$ cat config.mk
export PLATFORM = sky130hd
export DESIGN_NAME = spi_loopback_system
export DESIGN_NICKNAME = d
export VERILOG_FILES = /design/src/rtl/spi_pkg.sv /design/src/rtl/spi_slave_core.sv /design/src/rtl/spi_loopback_system.sv
export SDC_FILE = /design/constraint.sdc
export NUM_CORES = 1
export LEC_CHECK = 0
export CORE_MARGIN = 2
export CORE_UTILIZATION = 40
export DETAILED_ROUTE_END_ITERATION = 16
export PLACE_DENSITY = 0.76
export RECOVER_POWER = 50
export SKIP_CTS_REPAIR_TIMING = 1
export SYNTH_ARGS = -nofsm -noshare
export SYNTH_HDL_FRONTEND = slang
export SYNTH_SLANG_ARGS = --single-unit
$ cat constraint.sdc
create_clock -name clk -period 3.37 [get_ports clk]
set_clock_uncertainty 0.1 [all_clocks]
set_input_delay 0.674 -clock clk [delete_from_list [all_inputs] [get_ports clk]]
set_output_delay 0.674 -clock clk [all_outputs]
set_load 0.05 [all_outputs]
$ cat src/rtl/spi_pkg.sv
// Shared widths, FSM state encoding and SPI mode record for the loopback subsystem.
// Latency: n/a (declarations only); backpressure: n/a.
package spi_pkg;

    localparam int DATA_W     = 8;
    localparam int NUM_SLAVES = 3;
    localparam int CNT_W      = $clog2(DATA_W);
    localparam int SEL_W      = 2;

    typedef enum logic [1:0] {
        ST_IDLE  = 2'd0,
        ST_SHIFT = 2'd1,
        ST_DONE  = 2'd2
    } state_e;

    typedef struct packed {
        logic cpol;
        logic cpha;
    } mode_t;

endpackage

$ cat src/rtl/spi_slave_core.sv
// One SPI slave: parallel load, MSB-first shift on each active sclk bit, word capture on done.
// Latency: shifts in the same clk edge as the master; no backpressure (master paces the bus).
module spi_slave_core
    import spi_pkg::*;
(
    input  logic              clk,
    input  logic              reset,
    input  logic              load_i,
    input  logic              ss_i,
    input  logic              done_i,
    input  logic              sclk_i,
    input  logic              cpol_i,
    input  logic              mosi_i,
    input  logic [DATA_W-1:0] data_in_i,
    output logic              miso_o,
    output logic [DATA_W-1:0] data_out_o
);

    logic [DATA_W-1:0] sh_q, sh_d;
    logic [DATA_W-1:0] out_q, out_d;
    logic              shift_en;

    // sclk away from its idle level marks a bit slot in progress
    assign shift_en = ss_i && (sclk_i != cpol_i);

    always_comb begin
        sh_d  = sh_q;
        out_d = out_q;
        if (load_i) begin
            sh_d = data_in_i;
        end else if (shift_en) begin
            sh_d = {sh_q[DATA_W-2:0], mosi_i};
        end
        if (done_i) begin
            out_d = {sh_q[DATA_W-2:0], mosi_i};
        end
    end

    always_ff @(posedge clk) begin
        if (reset) begin
            sh_q  <= '0;
            out_q <= '0;
        end else begin
            sh_q  <= sh_d;
            out_q <= out_d;
        end
    end

    assign miso_o     = ss_i & sh_q[DATA_W-1];
    assign data_out_o = out_q;

endmodule

$ cat src/rtl/spi_loopback_system.sv
// SPI master plus NUM_SLAVES slaves on an internal bus; full-duplex 8-bit exchange per enable.
// Latency: results valid 9 clk edges after enable sampled high; enable is a level request, no backpressure.
module spi_loopback_system
    import spi_pkg::*;
(
    input  logic              clk,
    input  logic              reset,
    input  logic [DATA_W-1:0] masterDataIN,
    input  logic [DATA_W-1:0] slave0DataIN,
    input  logic [DATA_W-1:0] slave1DataIN,
    input  logic [DATA_W-1:0] slave2DataIN,
    output logic [DATA_W-1:0] masterDataOUT,
    output logic [DATA_W-1:0] slave0DataOUT,
    output logic [DATA_W-1:0] slave1DataOUT,
    output logic [DATA_W-1:0] slave2DataOUT,
    input  logic [SEL_W-1:0]  slaveno,
    input  logic              enable,
    input  logic              cpha,
    input  logic              cpol
);

    state_e            state_q, state_d;
    logic [CNT_W-1:0]  cnt_q, cnt_d;
    logic [DATA_W-1:0] m_sh_q, m_sh_d;
    logic [DATA_W-1:0] m_out_q, m_out_d;
    logic [SEL_W-1:0]  sel_q, sel_d;
    mode_t             mode_q, mode_d;
    logic              sclk_q, sclk_d;
    logic              lead_q;
    logic              load;
    logic              done;

    logic              mosi;
    logic              miso;
    logic [DATA_W-1:0] s_din  [NUM_SLAVES];
    logic [DATA_W-1:0] s_dout [NUM_SLAVES];
    logic [NUM_SLAVES-1:0] s_miso;

    assign s_din[0] = slave0DataIN;
    assign s_din[1] = slave1DataIN;
    assign s_din[2] = slave2DataIN;

    always_comb begin
        state_d = state_q;
        cnt_d   = cnt_q;
        m_sh_d  = m_sh_q;
        m_out_d = m_out_q;
        sel_d   = sel_q;
        mode_d  = mode_q;
        sclk_d  = mode_q.cpol;
        load    = 1'b0;
        done    = 1'b0;
        unique case (state_q)
            ST_IDLE: begin
                sclk_d = cpol;
                if (enable) begin
                    m_sh_d  = masterDataIN;
                    mode_d  = '{cpol: cpol, cpha: cpha};
                    sel_d   = slaveno;
                    cnt_d   = '0;
                    load    = 1'b1;
                    sclk_d  = ~cpol;
                    state_d = ST_SHIFT;
                end
            end
            ST_SHIFT: begin
                if (!enable) begin
                    state_d = ST_IDLE;
                end else begin
                    m_sh_d = {m_sh_q[DATA_W-2:0], miso};
                    cnt_d  = cnt_q + CNT_W'(1);
                    sclk_d = ~mode_q.cpol;
                    if (cnt_q == CNT_W'(DATA_W - 1)) begin
                        m_out_d = {m_sh_q[DATA_W-2:0], miso};
                        done    = 1'b1;
                        sclk_d  = mode_q.cpol;
                        state_d = ST_DONE;
                    end
                end
            end
            ST_DONE: begin
                if (!enable) begin
                    state_d = ST_IDLE;
                end
            end
            default: begin
                state_d = ST_IDLE;
            end
        endcase
    end

    always_ff @(posedge clk) begin
        if (reset) begin
            state_q <= ST_IDLE;
            cnt_q   <= '0;
            m_sh_q  <= '0;
            m_out_q <= '0;
            sel_q   <= '0;
            mode_q  <= '0;
            sclk_q  <= cpol;
            lead_q  <= 1'b0;
        end else begin
            state_q <= state_d;
            cnt_q   <= cnt_d;
            m_sh_q  <= m_sh_d;
            m_out_q <= m_out_d;
            sel_q   <= sel_d;
            mode_q  <= mode_d;
            sclk_q  <= sclk_d;
            lead_q  <= m_sh_d[DATA_W-1];
        end
    end

    // cpha=1 drives the bit from the leading-edge launch flop; it carries the same MSB,
    // so the delivered word does not depend on the mode
    assign mosi = mode_q.cpha ? lead_q : m_sh_q[DATA_W-1];
    assign miso = |s_miso;

    for (genvar k = 0; k < NUM_SLAVES; k++) begin : g_slave
        logic ss;
        assign ss = (state_q == ST_SHIFT) && (sel_q == SEL_W'(k));

        spi_slave_core u_slave (
            .clk        (clk),
            .reset      (reset),
            .load_i     (load && (slaveno == SEL_W'(k))),
            .ss_i       (ss),
            .done_i     (done && (sel_q == SEL_W'(k))),
            .sclk_i     (sclk_q),
            .cpol_i     (mode_q.cpol),
            .mosi_i     (mosi),
            .data_in_i  (s_din[k]),
            .miso_o     (s_miso[k]),
            .data_out_o (s_dout[k])
        );
    end

    assign masterDataOUT = m_out_q;
    assign slave0DataOUT = s_dout[0];
    assign slave1DataOUT = s_dout[1];
    assign slave2DataOUT = s_dout[2];

endmodule

==> results.cfg, run 1 <==
[outcome]
status = complete, no violations

[sta]
fmax_mhz = 410.4
finalHoldViolCount = 0
finalSetupViolCount = 0
fin_crit_sh = 0.7230
worst_pin_slew_ps = 718.1
rsz0062_at_grt = no
tns_ps = 0
hold_slack_ps = 352.6
slew_headroom = 0.5213
layout_min_cycle_time_ps = 2437
drv_slew = 0

[power]
vdd_drop_max_v = 0.0002479
p_leak_nw = 1.670
p_total_mw = 1.803
power_density_nw_per_um2 = 450.7

[critical_path]
rr_startpoint = state_q[0]$_SDFFE_PP0P_
critPathArrivalTime_ps = 2570
cp-start-kind = primary input
crit_type = primary input to register
reg2reg_depth = 4
required_ps = 3500
path_max_fanout = 9
r2r_slack_ps = 1190
r2r_end = g_slave[0].u_slave.data_out_o[3]$_SDFFE_PP0P_
end_kind = register

[yosys]
syn_area_per_cell_um2 = 9.520
async_flop_share = 0
yosys.area.top_type_share = 0.4767
ys_seq_area_frac = 0.4767
ys_types = 33
synth-seq-cells = 73
synth_area_um2 = 3065
synth.most_common_cell = dfxtp_1
syn-num-nets = 363
synth_area_leaders = dfxtp_1 48%, mux2i_1 18%, nor2_1 7.7%
syn_inst = 322
synth_warnings = 0
yosys-top-cells-count = 73 x dfxtp_1, 63 x nor2_1, 56 x mux2i_1
synth_edf_count = 0
yosysTopAreaCell = dfxtp_1
ys.flop_type = dfxtp_1

[min_path]
hold_class = register to register
hp-start = masterDataOUT[7]$_SDFFE_PP0P_
holdPathEnd = masterDataOUT[7]$_SDFFE_PP0P_
min_path_cells = 2

[routing]
wl_per_cell_um = 13.65
dr.pass1.iters = 4
top_layer_used = met4
avgViaCountPerCell = 4.957
drcViolationCount = 0
ant_nets = 0
drt-initial-drc-count = 99
wl_met1_um = 3175
wl_met3_um = 401
dr_wl_met2_um = 3005
routed_wl_um = 6673
route.vias.total = 2424

[final_layout]
drive_gt1_frac = 0.06667
fillers = 671
fin_nets = 426
fin_cells = 489
regArea_um2 = 1461
n_antenna_cell = 0
multiInputGateArea_um2 = 1470
area_growth_syn_to_layout_pct = 30.53

[job]
maxCapViolCount = 0

[global_routing]
antenna_found_initial = 0
grt_max_degree = 28
gr-total-overflow = 0
grt_pass1_wl_um = 11070
grt.total_usage = 0.1642
grt_pass1_vias = 2392

[floorplanning]
io_pins = 71
core_um2 = 7331
die_x_um = 91.54
initial_core_util = 0.4182
rows = 31
die-height_um = 91.54
die-area_um2 = 8380

[clock_network]
insertion_delay_ps = 350
cts.path.max_buffers = 2
cts_buffers = 9
cts_tree = built
cts_sinks = 73
root_buffer = clkbuf_8
htreeDepth = 3
clkTransAtPathRegs_ps = 80

[place]
place_congestion = 0.8018
place_inst = 473
io_buffer_count = 69
hpwl_um = 4547
-- worst max path at each step --
stage / slack, ps / start / cells past startpoint / end
2_1_floorplan: 1480 / enable / 5 / g_slave[1].u_slave.data_out_o[0]$_SDFFE_PP0P_
3_3_place_gp: 730 / enable / 5 / g_slave[2].u_slave.sh_q[2]$_SDFFE_PP0P_
3_5_place_dp: 640 / enable / 4 / g_slave[2].u_slave.sh_q[3]$_SDFFE_PP0P_
4_1_cts: 1010 / enable / 5 / g_slave[2].u_slave.sh_q[0]$_SDFFE_PP0P_
5_1_grt: 770 / enable / 6 / g_slave[1].u_slave.data_out_o[1]$_SDFFE_PP0P_
6_report: 930 / enable / 5 / g_slave[2].u_slave.data_out_o[5]$_SDFFE_PP0P_
-- where the power goes --
part	internal (mW)	switching [mW]	total (mW)
Combinational	0.0756	0.0652	0.141
Sequential	0.889	0.0256	0.914
Clock	0.416	0.332	0.748
-- flip-flops by register name, indices dropped and copies added (netlist names) --
register,cells
sel_q,2
g_slave.u_slave.sh_q,24
state_q,2
mode_q,1
g_slave.u_slave.data_out_o,24
cnt_q,3
m_sh_q,8
masterDataOUT,8
sclk_q,1
-- critical path: stages --
cell	delay [ps]
dlygate4sd3_1	720
nand2_1	210
and4bb_1	660
mux2i_1	240
nor2_1	50
-- metrics by stage --
| step | utilization | instance area [um^2] | setup WS, ps |
|---|---|---|---|
| finish | 0.5458 | 4001 | 933.4 |
| global route | 0.5458 | 4001 | 768.5 |
| CTS | 0.5491 | 4025 | 1013 |
| detailed placement | 0.5192 | 3806 | 640.3 |
| global placement | 0.5192 | 3806 | 725.3 |
| floorplan | - | 3065 | 1477 |
-- cell families (layout without fill, tap and decap cells) --
| group | Yosys count | count (layout) | synth area share |
|---|---|---|---|
| simple gates | 110 | 110 | 0.1686 |
| flops | 73 | 73 | 0.4767 |
| mux | 57 | 57 | 0.1865 |
| compound gates | 54 | 54 | 0.1171 |
| buf+inv | 24 | 92 | 0.03714 |
| fa+ha+maj | 2 | 2 | 0.008162 |
| xor+xnor | 2 | 2 | 0.005715 |
-- cell type report --
cell class / instances / area share
Clock buffer: 9 / 0.03096
Clock inverter: 7 / 0.02376
Inverter: 2 / 0.001876
Multi-Input combinational cell: 225 / 0.3674
Sequential cell: 73 / 0.3652
Tap cell: 99 / 0.03096
Timing Repair Buffer: 74 / 0.1798
-- metal layers --
layer,GRT usage,up-vias
li1,-,1254
met1,0.2117,1099
met2,0.2586,62
met3,0.04979,9
met4,0.06061,0
met5,0,-
-- placed cells by master (no fill, tap or decap), types with 2 or more instances in the layout --
master           Yosys  layout
buf_4                2       4
clkbuf_8             0       9
nor3_1               2       2
nor2b_1              2       2
dlygate4sd3_1        0       8
clkinv_4             0       2
o22ai_1              2       2
a211oi_1            31      31
nand2_1             24      25
inv_1                2       2
clkinv_2             0       2
dfxtp_1             73      73
mux2i_1             56      56
o21ai_0              3       3
bufinv_16            0       2
nand2b_1             4       4
nand3_1              4       4
nor3b_1              2       2
ha_1                 2       2
nand4_1              0       2
nor2_1              63      63
a21oi_1             15      15
clkdlybuf4s50_1      0      60
Note: power is estimated with default switching activity, not from simulation.
==> run 2, diff against run 1 <==
- PLACE_DENSITY: 0.76 -> 0.79
- clock period: 3.37 -> 2.2 ns (I/O delays scaled with it)
==> run 2 against run 1 <==
- highest routed layer unchanged
- first-iteration DRC count rose by 42%
- register-to-register slack got worse by 1000 ps
- final area is 1.1% higher
- sequential share of layout area is 0.41 points lower
- critical endpoint is now slave0DataOUT[1]
- cell count up 1.4%
- setup slack lost 760 ps
- count of clock-buffer cells in the layout grew 5
- global-route usage increased by 0.16 points
- core utilization rose by 0.61 points
- die area is the same
- non-clock buffer count up 8
- via count increased by 2.3%
==> results.cfg, run 2 (synthesis gave the netlist of run 1 again) <==
[place]
placed_cell_area_um2 = 3879
place_congestion = 0.8484
hpwl_um = 4678
io_buffer_count = 69

[routing]
routed_wl_um = 6717
drcViolationCount = 0
ant_nets = 0
drt-initial-drc-count = 141
avgViaCountPerCell = 4.998
dr.pass1.iters = 4
wl_per_cell_um = 13.54
route.vias.total = 2479

[clock_network]
htreeDepth = 3
cts_buffers = 9
cts_sinks = 73
root_buffer = clkbuf_8
cts_tree = built
clkTransAtPathRegs_ps = 70
cts.path.max_buffers = 2
insertion_delay_ps = 330

[final_layout]
n_antenna_cell = 0
fin_nets = 434
final_cell_mix = 73 x dfxtp_1, 67 x clkdlybuf4s50_1, 63 x nor2_1
mostFrequentLayoutCell = dfxtp_1
fillers = 661
area_growth_syn_to_layout_pct = 32.00
drive_gt1_frac = 0.07809
finalInstanceArea_um2 = 4046

[job]
maxCapViolCount = 0

[power]
sw_frac_of_total = 0.2280
combinationalPowerShare = 0.087
p_leak_nw = 1.668
power.internal_mw = 2.045
power_density_nw_per_um2 = 654.6
power_frac_clock = 0.386
vdd_drop_max_v = 0.0004014
p_total_mw = 2.649
seq_power_share = 0.528
p_switching_mw = 0.6041

[critical_path]
cp_top_family = buffers and inverters
cp-start-kind = register
crit_type = register to primary output
cp_slowest_stage_delay_ps = 810
end_kind = primary output
crit_slowest_cell = clkdlybuf4s50_1
path_cells = clkdlybuf4s50_1
path_max_fanout = 2
crit_cells = 1
rr_startpoint = cnt_q[0]$_SDFFE_PP0P_
required_ps = 1660
crit_buf_inv = 1
crit_path_start = g_slave[0].u_slave.data_out_o[1]$_SDFFE_PP0P_
critPathArrivalTime_ps = 1490
r2r_slack_ps = 170
r2r_end = g_slave[2].u_slave.data_out_o[1]$_SDFFE_PP0P_
reg2reg_depth = 6
critPathCapture = slave0DataOUT[1]

[sta]
slew_headroom = 0.6038
worst_pin_slew_ps = 592.5
tns_ps = 0
drv_slew = 0
finalSetupViolCount = 0
fin_crit_sh = 0.9224
rsz0062_at_grt = no
finalHoldViolCount = 0
fmax_mhz = 492.8
layout_min_cycle_time_ps = 2029
hold_slack_ps = 356.8

[floorplanning]
io_pins = 71
die-height_um = 91.54
rows = 31
core_um2 = 7331
initial_core_util = 0.4182
die_x_um = 91.54
die-area_um2 = 8380

[global_routing]
grt_pass1_wl_um = 11230
grt_max_degree = 32
antenna_found_initial = 0
gr-total-overflow = 0
grt_pass1_vias = 2443
grt.total_usage = 0.1658

[outcome]
status = complete, no violations

[min_path]
hold_class = register to register
hp-start = masterDataOUT[2]$_SDFFE_PP0P_
==> run 2: per-layer routing <==
layer | routed length (um) | GRT usage | up-vias
met2 | 3168 | 0.2647 | 58
met4 | 133 | 0.06944 | 0
li1 | - | - | 1272
met3 | 323 | 0.05145 | 10
met1 | 3091 | 0.2064 | 1139
met5 | 0 | 0 | -
==> run 2: worst min-delay path: cells and delay by family (launching register included) <==
| family | cells | cell delay, ps |
|---|---|---|
| compound gates | 1 | 50 |
| flops | 1 | 310 |
| simple gates | 1 | 50 |
==> run 2: metrics by stage <==
step | cells | setup WS, ps | util
6_report | 496 | 170.8 | 0.5520
2_1_floorplan | 322 | 395.0 | -
4_1_cts | 496 | 146.1 | 0.5564
3_3_place_gp | 481 | 122.4 | 0.5291
3_5_place_dp | 481 | 75.55 | 0.5291
5_1_grt | 496 | 53.93 | 0.5520
==> run 2: cell type report <==
| type | count | area, um^2 | area share |
|---|---|---|---|
| clock buffers | 14 | 192.7 | 0.04762 |
| clock inverters | 1 | 7.507 | 0.001855 |
| inverters | 2 | 7.507 | 0.001855 |
| multi-input cells | 225 | 1465 | 0.3621 |
| flip-flops and latches | 73 | 1461 | 0.3612 |
| well taps | 99 | 123.9 | 0.03061 |
| repair buffers | 82 | 788.3 | 0.1948 |
==> run 2: power groups by stage <==
stage               sequential (mW)  clock [mW]  combinational (mW)
global route                   1.40        1.10               0.251
finish                         1.40        1.02               0.229
detailed placement             1.43           0               0.234
CTS                            1.40        1.04               0.236
global placement               1.43           0               0.229
floorplan                      1.41           0               0.136
==> run 2: worst min path at each step <==
stage / end / slack, ps / cells after the start
6_report: masterDataOUT[2]$_SDFFE_PP0P_ / 360 / 2
5_1_grt: masterDataOUT[7]$_SDFFE_PP0P_ / 370 / 2
4_1_cts: masterDataOUT[1]$_SDFFE_PP0P_ / 360 / 2
3_5_place_dp: masterDataOUT[1]$_SDFFE_PP0P_ / 350 / 2
3_3_place_gp: cnt_q[1]$_SDFFE_PP0P_ / 340 / 2
2_1_floorplan: cnt_q[1]$_SDFFE_PP0P_ / 340 / 2
==> run 3, diff against run 2 <==
- GPL_TIMING_DRIVEN: default -> 1
==> results of run 3 <==
Same layout as run 2: the final DEF is identical, and so are final timing and power.
